===== src/rtl/branch_pc_ctrl_pkg.sv =====
// branch_pc_ctrl_pkg: shared branch opcode, FSM state and PC increment definitions
package branch_pc_ctrl_pkg;
    localparam logic [2:0] BR_BEQ  = 3'd0;
    localparam logic [2:0] BR_BNE  = 3'd1;
    localparam logic [2:0] BR_BLEZ = 3'd2;
    localparam logic [2:0] BR_BGTZ = 3'd3;
    localparam logic [2:0] BR_J    = 3'd4;
    localparam logic [2:0] BR_JR   = 3'd5;
    localparam logic [31:0] PC_INC = 32'd4;
    typedef enum logic [1:0] {ST_RUN, ST_SLOT, ST_PEND} state_e;
endpackage


===== src/rtl/branch_pc_ctrl_if.sv =====
// branch_pc_ctrl_if: decode-to-PC-control branch handshake and operands
interface branch_pc_ctrl_if;
    logic        br_valid;
    logic        br_ready;
    logic [2:0]  br_op;
    logic [31:0] rs_val;
    logic [31:0] rt_val;
    logic [31:0] bpc;
    logic [31:0] jpc;
    modport master(output br_valid, br_op, rs_val, rt_val, bpc, jpc, input br_ready);
    modport slave(input br_valid, br_op, rs_val, rt_val, bpc, jpc, output br_ready);
endinterface


===== src/rtl/branch_pc_ctrl_cond.sv =====
// branch_cond_eval: combinational taken decision and raw target select
module branch_cond_eval
    import branch_pc_ctrl_pkg::*;
(
    input  logic [2:0]  br_op,
    input  logic [31:0] rs_val,
    input  logic [31:0] rt_val,
    input  logic [31:0] bpc,
    input  logic [31:0] jpc,
    output logic        taken,
    output logic [31:0] target
);
    // signed compares against zero reduce to sign bit and zero test
    always_comb begin
        taken  = br_op == BR_BEQ  ? rs_val == rt_val :
                 br_op == BR_BNE  ? rs_val != rt_val :
                 br_op == BR_BLEZ ? rs_val[31] | ~|rs_val :
                 br_op == BR_BGTZ ? ~rs_val[31] & |rs_val :
                 br_op == BR_J || br_op == BR_JR;
        target = br_op == BR_J ? jpc : br_op == BR_JR ? rs_val : bpc;
    end
endmodule


===== src/rtl/branch_pc_ctrl.sv =====
// branch_pc_ctrl: fetch PC sequencing with branch redirect, delay slot and stats
module branch_pc_ctrl
    import branch_pc_ctrl_pkg::*;
#(
    parameter logic [31:0] RESET_PC   = 32'h0000_0000,
    parameter bit          DELAY_SLOT = 1'b0,
    parameter int          CNT_W      = 16
) (
    input  logic             clk,
    input  logic             rst,
    input  logic             stall_in,
    input  logic             clr_cnt,
    branch_pc_ctrl_if.slave  br,
    output logic [31:0]      pc_out,
    output logic             if_flush,
    output logic             br_misalign,
    output logic [CNT_W-1:0] br_cnt,
    output logic [CNT_W-1:0] taken_cnt
);
    state_e      state;
    logic [31:0] tgt_q;
    logic [31:0] target;
    logic [31:0] tgt_al;
    logic [31:0] pc_inc;
    logic        taken;
    logic        accept;
    logic        go;

    branch_cond_eval u_cond (
        .br_op  (br.br_op),
        .rs_val (br.rs_val),
        .rt_val (br.rt_val),
        .bpc    (br.bpc),
        .jpc    (br.jpc),
        .taken  (taken),
        .target (target)
    );

    assign br.br_ready = state == ST_RUN;
    assign accept      = br.br_valid & br.br_ready;
    assign go          = accept & taken;
    assign tgt_al      = {target[31:2], 2'b00};
    assign pc_inc      = pc_out + PC_INC;

    // PC/redirect FSM; pending target is parked in tgt_q while stalled or in the slot
    always_ff @(posedge clk or posedge rst) begin
        if (rst) begin
            state       <= ST_RUN;
            pc_out      <= RESET_PC;
            tgt_q       <= '0;
            if_flush    <= 1'b0;
            br_misalign <= 1'b0;
        end else begin
            if_flush    <= 1'b0;
            br_misalign <= go & |target[1:0];
            case (state)
                ST_RUN: begin
                    if (go && stall_in) begin
                        tgt_q <= tgt_al;
                        state <= ST_PEND;
                    end else if (go && !DELAY_SLOT) begin
                        pc_out   <= tgt_al;
                        if_flush <= 1'b1;
                    end else if (go) begin
                        pc_out <= pc_inc;
                        tgt_q  <= tgt_al;
                        state  <= ST_SLOT;
                    end else if (!stall_in) begin
                        pc_out <= pc_inc;
                    end
                end
                ST_PEND: begin
                    if (!stall_in && DELAY_SLOT) begin
                        pc_out <= pc_inc;
                        state  <= ST_SLOT;
                    end else if (!stall_in) begin
                        pc_out   <= tgt_q;
                        if_flush <= 1'b1;
                        state    <= ST_RUN;
                    end
                end
                ST_SLOT: begin
                    if (!stall_in) begin
                        pc_out <= tgt_q;
                        state  <= ST_RUN;
                    end
                end
                default: state <= ST_RUN;
            endcase
        end
    end

    // saturating statistics; clear wins over a same-cycle increment
    always_ff @(posedge clk or posedge rst) begin
        if (rst) begin
            br_cnt    <= '0;
            taken_cnt <= '0;
        end else if (clr_cnt) begin
            br_cnt    <= '0;
            taken_cnt <= '0;
        end else begin
            if (accept && ~&br_cnt) br_cnt <= br_cnt + CNT_W'(1);
            if (go && ~&taken_cnt) taken_cnt <= taken_cnt + CNT_W'(1);
        end
    end
endmodule


===== src/flat_wrapper.sv =====
// flat-port wrapper written by rule: the top's interface ports become plain ports
module branch_pc_ctrl_flat import branch_pc_ctrl_pkg::*;
#(
    parameter logic [31:0] RESET_PC   = 32'h0000_0000,
    parameter bit          DELAY_SLOT = 1'b0,
    parameter int          CNT_W      = 16
)
  (clk, rst, stall_in, clr_cnt, pc_out, if_flush, br_misalign, br_cnt, taken_cnt, br_br_valid, br_br_op, br_rs_val, br_rt_val, br_bpc, br_jpc, br_br_ready);
  branch_pc_ctrl_if br_i ();
  input  logic clk;
  input  logic rst;
  input  logic stall_in;
  input  logic clr_cnt;
  output logic [31:0] pc_out;
  output logic if_flush;
  output logic br_misalign;
  output logic [CNT_W-1:0] br_cnt;
  output logic [CNT_W-1:0] taken_cnt;
  input wire logic [$bits(br_i.br_valid)-1:0] br_br_valid;
  input wire logic [$bits(br_i.br_op)-1:0] br_br_op;
  input wire logic [$bits(br_i.rs_val)-1:0] br_rs_val;
  input wire logic [$bits(br_i.rt_val)-1:0] br_rt_val;
  input wire logic [$bits(br_i.bpc)-1:0] br_bpc;
  input wire logic [$bits(br_i.jpc)-1:0] br_jpc;
  output wire logic [$bits(br_i.br_ready)-1:0] br_br_ready;
  assign br_i.br_valid = br_br_valid;
  assign br_i.br_op = br_br_op;
  assign br_i.rs_val = br_rs_val;
  assign br_i.rt_val = br_rt_val;
  assign br_i.bpc = br_bpc;
  assign br_i.jpc = br_jpc;
  assign br_br_ready = br_i.br_ready;
  branch_pc_ctrl #(.RESET_PC(RESET_PC), .DELAY_SLOT(DELAY_SLOT), .CNT_W(CNT_W)) u_core (.clk(clk), .rst(rst), .stall_in(stall_in), .clr_cnt(clr_cnt), .br(br_i), .pc_out(pc_out), .if_flush(if_flush), .br_misalign(br_misalign), .br_cnt(br_cnt), .taken_cnt(taken_cnt));
endmodule

===== config.mk =====
export PLATFORM = sky130hd
export DESIGN_NAME = branch_pc_ctrl_flat
export DESIGN_NICKNAME = d
export VERILOG_FILES = /design/src/rtl/branch_pc_ctrl_pkg.sv /design/src/rtl/branch_pc_ctrl_if.sv /design/src/rtl/branch_pc_ctrl_cond.sv /design/src/rtl/branch_pc_ctrl.sv /design/src/flat_wrapper.sv
export SDC_FILE = /design/constraint.sdc
export NUM_CORES = 1
export LEC_CHECK = 0
export BUFFER_PORTS_ARGS = -buffer_cell sky130_fd_sc_hd__buf_4
export CORE_UTILIZATION = 50
export DETAILED_ROUTE_END_ITERATION = 12
export PLACE_DENSITY_LB_ADDON = 0.05
export SLEW_MARGIN = 0
export SYNTH_ARGS = -nofsm -noshare
export SYNTH_HDL_FRONTEND = slang
export SYNTH_SLANG_ARGS = --single-unit
export TNS_END_PERCENT = 10

===== constraint.sdc =====
create_clock -name clk -period 5.1 [get_ports clk]
set_input_delay 0.255 -clock clk [delete_from_list [all_inputs] [get_ports clk]]
set_output_delay 0.255 -clock clk [all_outputs]
set_load 0.005 [all_outputs]

==> summary.md <==
| Metric | Value |
|---|---|
| Run status | finished, final reports clean |
| Reg2Reg Setup Slack | 1880 ps |
| CTS tree | done |
| Max IR drop VDD | 0.000218 V |
| Synth Area in Adders | 0.593% |
| Layout Cell Area excl Fill | 0.00821 mm² |
| Synth area leaders | dfrtp_1, mux2i_1, xor2_1, nor2_1, nand2_1 |
| Post-Syn Area per Cell | 9.04 µm² |
| Post-CTS Hold Buffers | 0 |
| Slew headroom | 20.5% |
| IO buf count | 200 |
| Final hold vios | 0 |
| Seq/Total Area, Yosys | 37.5% |
| Syn Std Cell Area | 0.00633 mm² |
| # diodes | 0 |
| Area after DPL | 0.00788 mm² |
| Leak | 3.88 nW |
| Hold Path Class | in2async |
| Layout cell share with drive strength beyond 1 | 26.7% |
| Crit path DAT | 3820 ps |
| Via density | 5.79 |
| Clock-pin slew on the worst setup and hold paths | 70 ps |
| Setup Skew | 12.9 ps |
| Largest net degree at the start of global routing | 67 |
| Register bit total from synthesis | 95 |
| # resized after CTS | 0 |
| Post-DRT Antenna Nets | 0 |
| Synth cell count leaders | dfrtp_1, nor2_1, xor2_1 |
| Worst setup EP type | register |
| I/O Pins | 203 |
| Total power | 2.44 mW |
| Fmax | 281 MHz |
| Synth area leader | dfrtp_1 |
| DP Cell Count | 1033 |
| Crit path launch type | input pin |
| Post-synth cell types | 56 |
| Clock Latency Late Sink | 350 ps |
| Count leader, synth | dfrtp_1 |
| Dpl hpwl | 15.4 mm |
| Met2 WL post-DR | 10.0 mm |
| Initial Util | 52.1% |
| Fin util | 67.5% |
| Routability congestion estimate | 0.982 |
| DRC viols | 0 |
| Site row count | 40 |
| CORE AREA | 0.0122 mm² |
| Post-Route Setup TNS | 0 ps |
| Routed length on met1 | 8.34 mm |
| Slew at the pin closest to its max-slew limit | 1190 ps |
| Final period demand of the worst path | 3560 ps |
| Post-CTS Repair Setup Buffers | 0 |
| First-pass GRT wire length | 31.4 mm |
| Reg-to-reg critical path startpoint | u_core.state[1] |
| Die W | 115 µm |
| Number of global-route vias before repair | 6020 |
| Post-synthesis compound-gate area fraction | 13.4% |
| Met3 wire length | 1.14 mm |
| Post-synth EDFFs | 0 |
| R2r worst-path depth | 8 |
| P&R area growth vs syn | 29.7% |
| DR vias | 6075 |
| Cts bufs inserted | 9 |
| Yosys warnings | 0 |
| Overall Global Routing Usage | 31.7% |
| Die ar. | 0.0131 mm² |
| Xor-xnor portion of the synthesized cell area | 10.4% |
| Drt first pass iters | 5 |
| RSZ-0062 raised after global routing | no |
| Simple-gate area share of the yosys netlist | 19.8% |
| CTS Buffer Depth | 2 |
| Main combinational cell family by area after synthesis | simple AND/OR/NAND/NOR gates |
| CTS root buf | clkbuf_16 |
| Initial DRC count | 540 |
| Uppermost layer routed | met4 |
| Detailed Route WL | 20.2 mm |
| Async SR Flop Fraction | 100% |
| Sink Count | 95 |
| Final Instance Count excl. Fillers | 1049 |
| Wire per inst | 19.3 µm |
| Crit Path Max Fanout | 24 |
| Filler instances | 1052 |
| Pwr/cell area | 297 mW/mm² |
| GR Overflow Total | 0 |
| Final net count | 1015 |
| Final setup viols | 0 |
| Area share of the largest cell type after synthesis | 37.5% |
| Die H | 115 µm |
| Max Cap Viol | 0 |
| CTS HTree Levels | 3 |
| Crit path required time | 5360 ps |
| Critical path class | in2reg |
| Ys flop type | dfrtp_1 |
| Mux share of post-synthesis cell area | 13.8% |
| Worst r2r dst | u_core.tgt_q[18] |
| Initial antenna violation count | 0 |
| Pins Over Slew Limit | 0 |
| Cell count after synthesis | 701 |
| Period utilisation layout | 69.8% |
==> power breakdown <==
part	switching (mW)	internal, mW
Clock	0.290	0.445
Combinational	0.316	0.345
Sequential	0.145	0.896
==> how the worst max path moves through the flow <==
stage,start,to,slack [ps]
6_report,br_rs_val[19],u_core.tgt_q[18],1540
5_1_grt,br_rs_val[19],u_core.tgt_q[15],1320
4_1_cts,br_rs_val[19],u_core.tgt_q[18],1610
3_5_place_dp,br_rs_val[19],u_core.tgt_q[18],1270
3_3_place_gp,br_rs_val[18],u_core.tgt_q[20],1300
2_1_floorplan,rst,u_core.br_cnt[0],2370
==> cells by family (layout without fill, tap and decap cells) <==
family | Yosys count | after routing
fa+ha+maj | 3 | 3
flops | 95 | 95
compound gates | 127 | 127
buf+inv | 62 | 241
simple gates | 255 | 255
mux | 83 | 83
xor+xnor | 75 | 75
other cells | 1 | 2
==> metrics by stage <==
| step | hold WS (ps) | setup WS, ps |
|---|---|---|
| after floorplan | 440 | 2370 |
| after global placement | 467 | 1300 |
| after detailed placement | 475 | 1270 |
| after CTS | 205 | 1610 |
| after global routing | 261 | 1320 |
| final | 162 | 1540 |
==> cell type report <==
type                            count  area, µm²  share of cell area [%]
Multi-Input combinational cell    545       3680                    44.8
Sequential cell                    95       2380                    28.9
Timing Repair Buffer              205       1540                    18.7
Clock buffer                       10        239                    2.91
Tap cell                          168        210                    2.56
Clock inverter                      6       91.3                    1.11
Inverter                           20       76.3                   0.929
==> placed cells by master, fill, tap and decap left out, types with 8 or more instances in the layout <==
cell / Yosys / layout
a221o_1: 12 / 12
mux2i_1: 58 / 58
o21ai_0: 34 / 34
buf_4: 5 / 205
xnor2_1: 11 / 11
mux2_1: 19 / 19
a21oi_1: 37 / 37
or3_1: 12 / 12
nor3_1: 18 / 18
nor4_1: 16 / 16
and3_1: 13 / 13
inv_1: 20 / 19
a221oi_1: 10 / 10
nor2b_1: 8 / 8
nand2_1: 59 / 59
dfrtp_1: 95 / 95
nand3_1: 21 / 21
xor2_1: 64 / 64
nand4_1: 20 / 20
nor2_1: 67 / 67
clkbuf_16: 0 / 9
==> worst max-delay path: stages <==
cell and delay, ps:
buf_4 120, nor4_1 420, nand4_1 180, o21bai_2 260
mux2i_4 400, o21ai_2 210, nor2_2 110, buf_4 280
and3_1 1000, buf_4 340, mux2i_1 230
==> per-layer routing <==
metal,vias to the layer above,GRT usage [%]
met5,-,0
met2,222,54.4
met3,49,5.35
li1,2861,-
met1,2943,38.8
met4,0,15.2
==> sequential cells by signal, indices dropped and copies added (netlist names) <==
register,cells
u_core.if_flush,1
u_core.br_misalign,1
u_core.taken_cnt,16
u_core.tgt_q,30
u_core.state,1
u_core.br_cnt,16
u_core.pc_out,30
(Power assumes the default switching activity.)
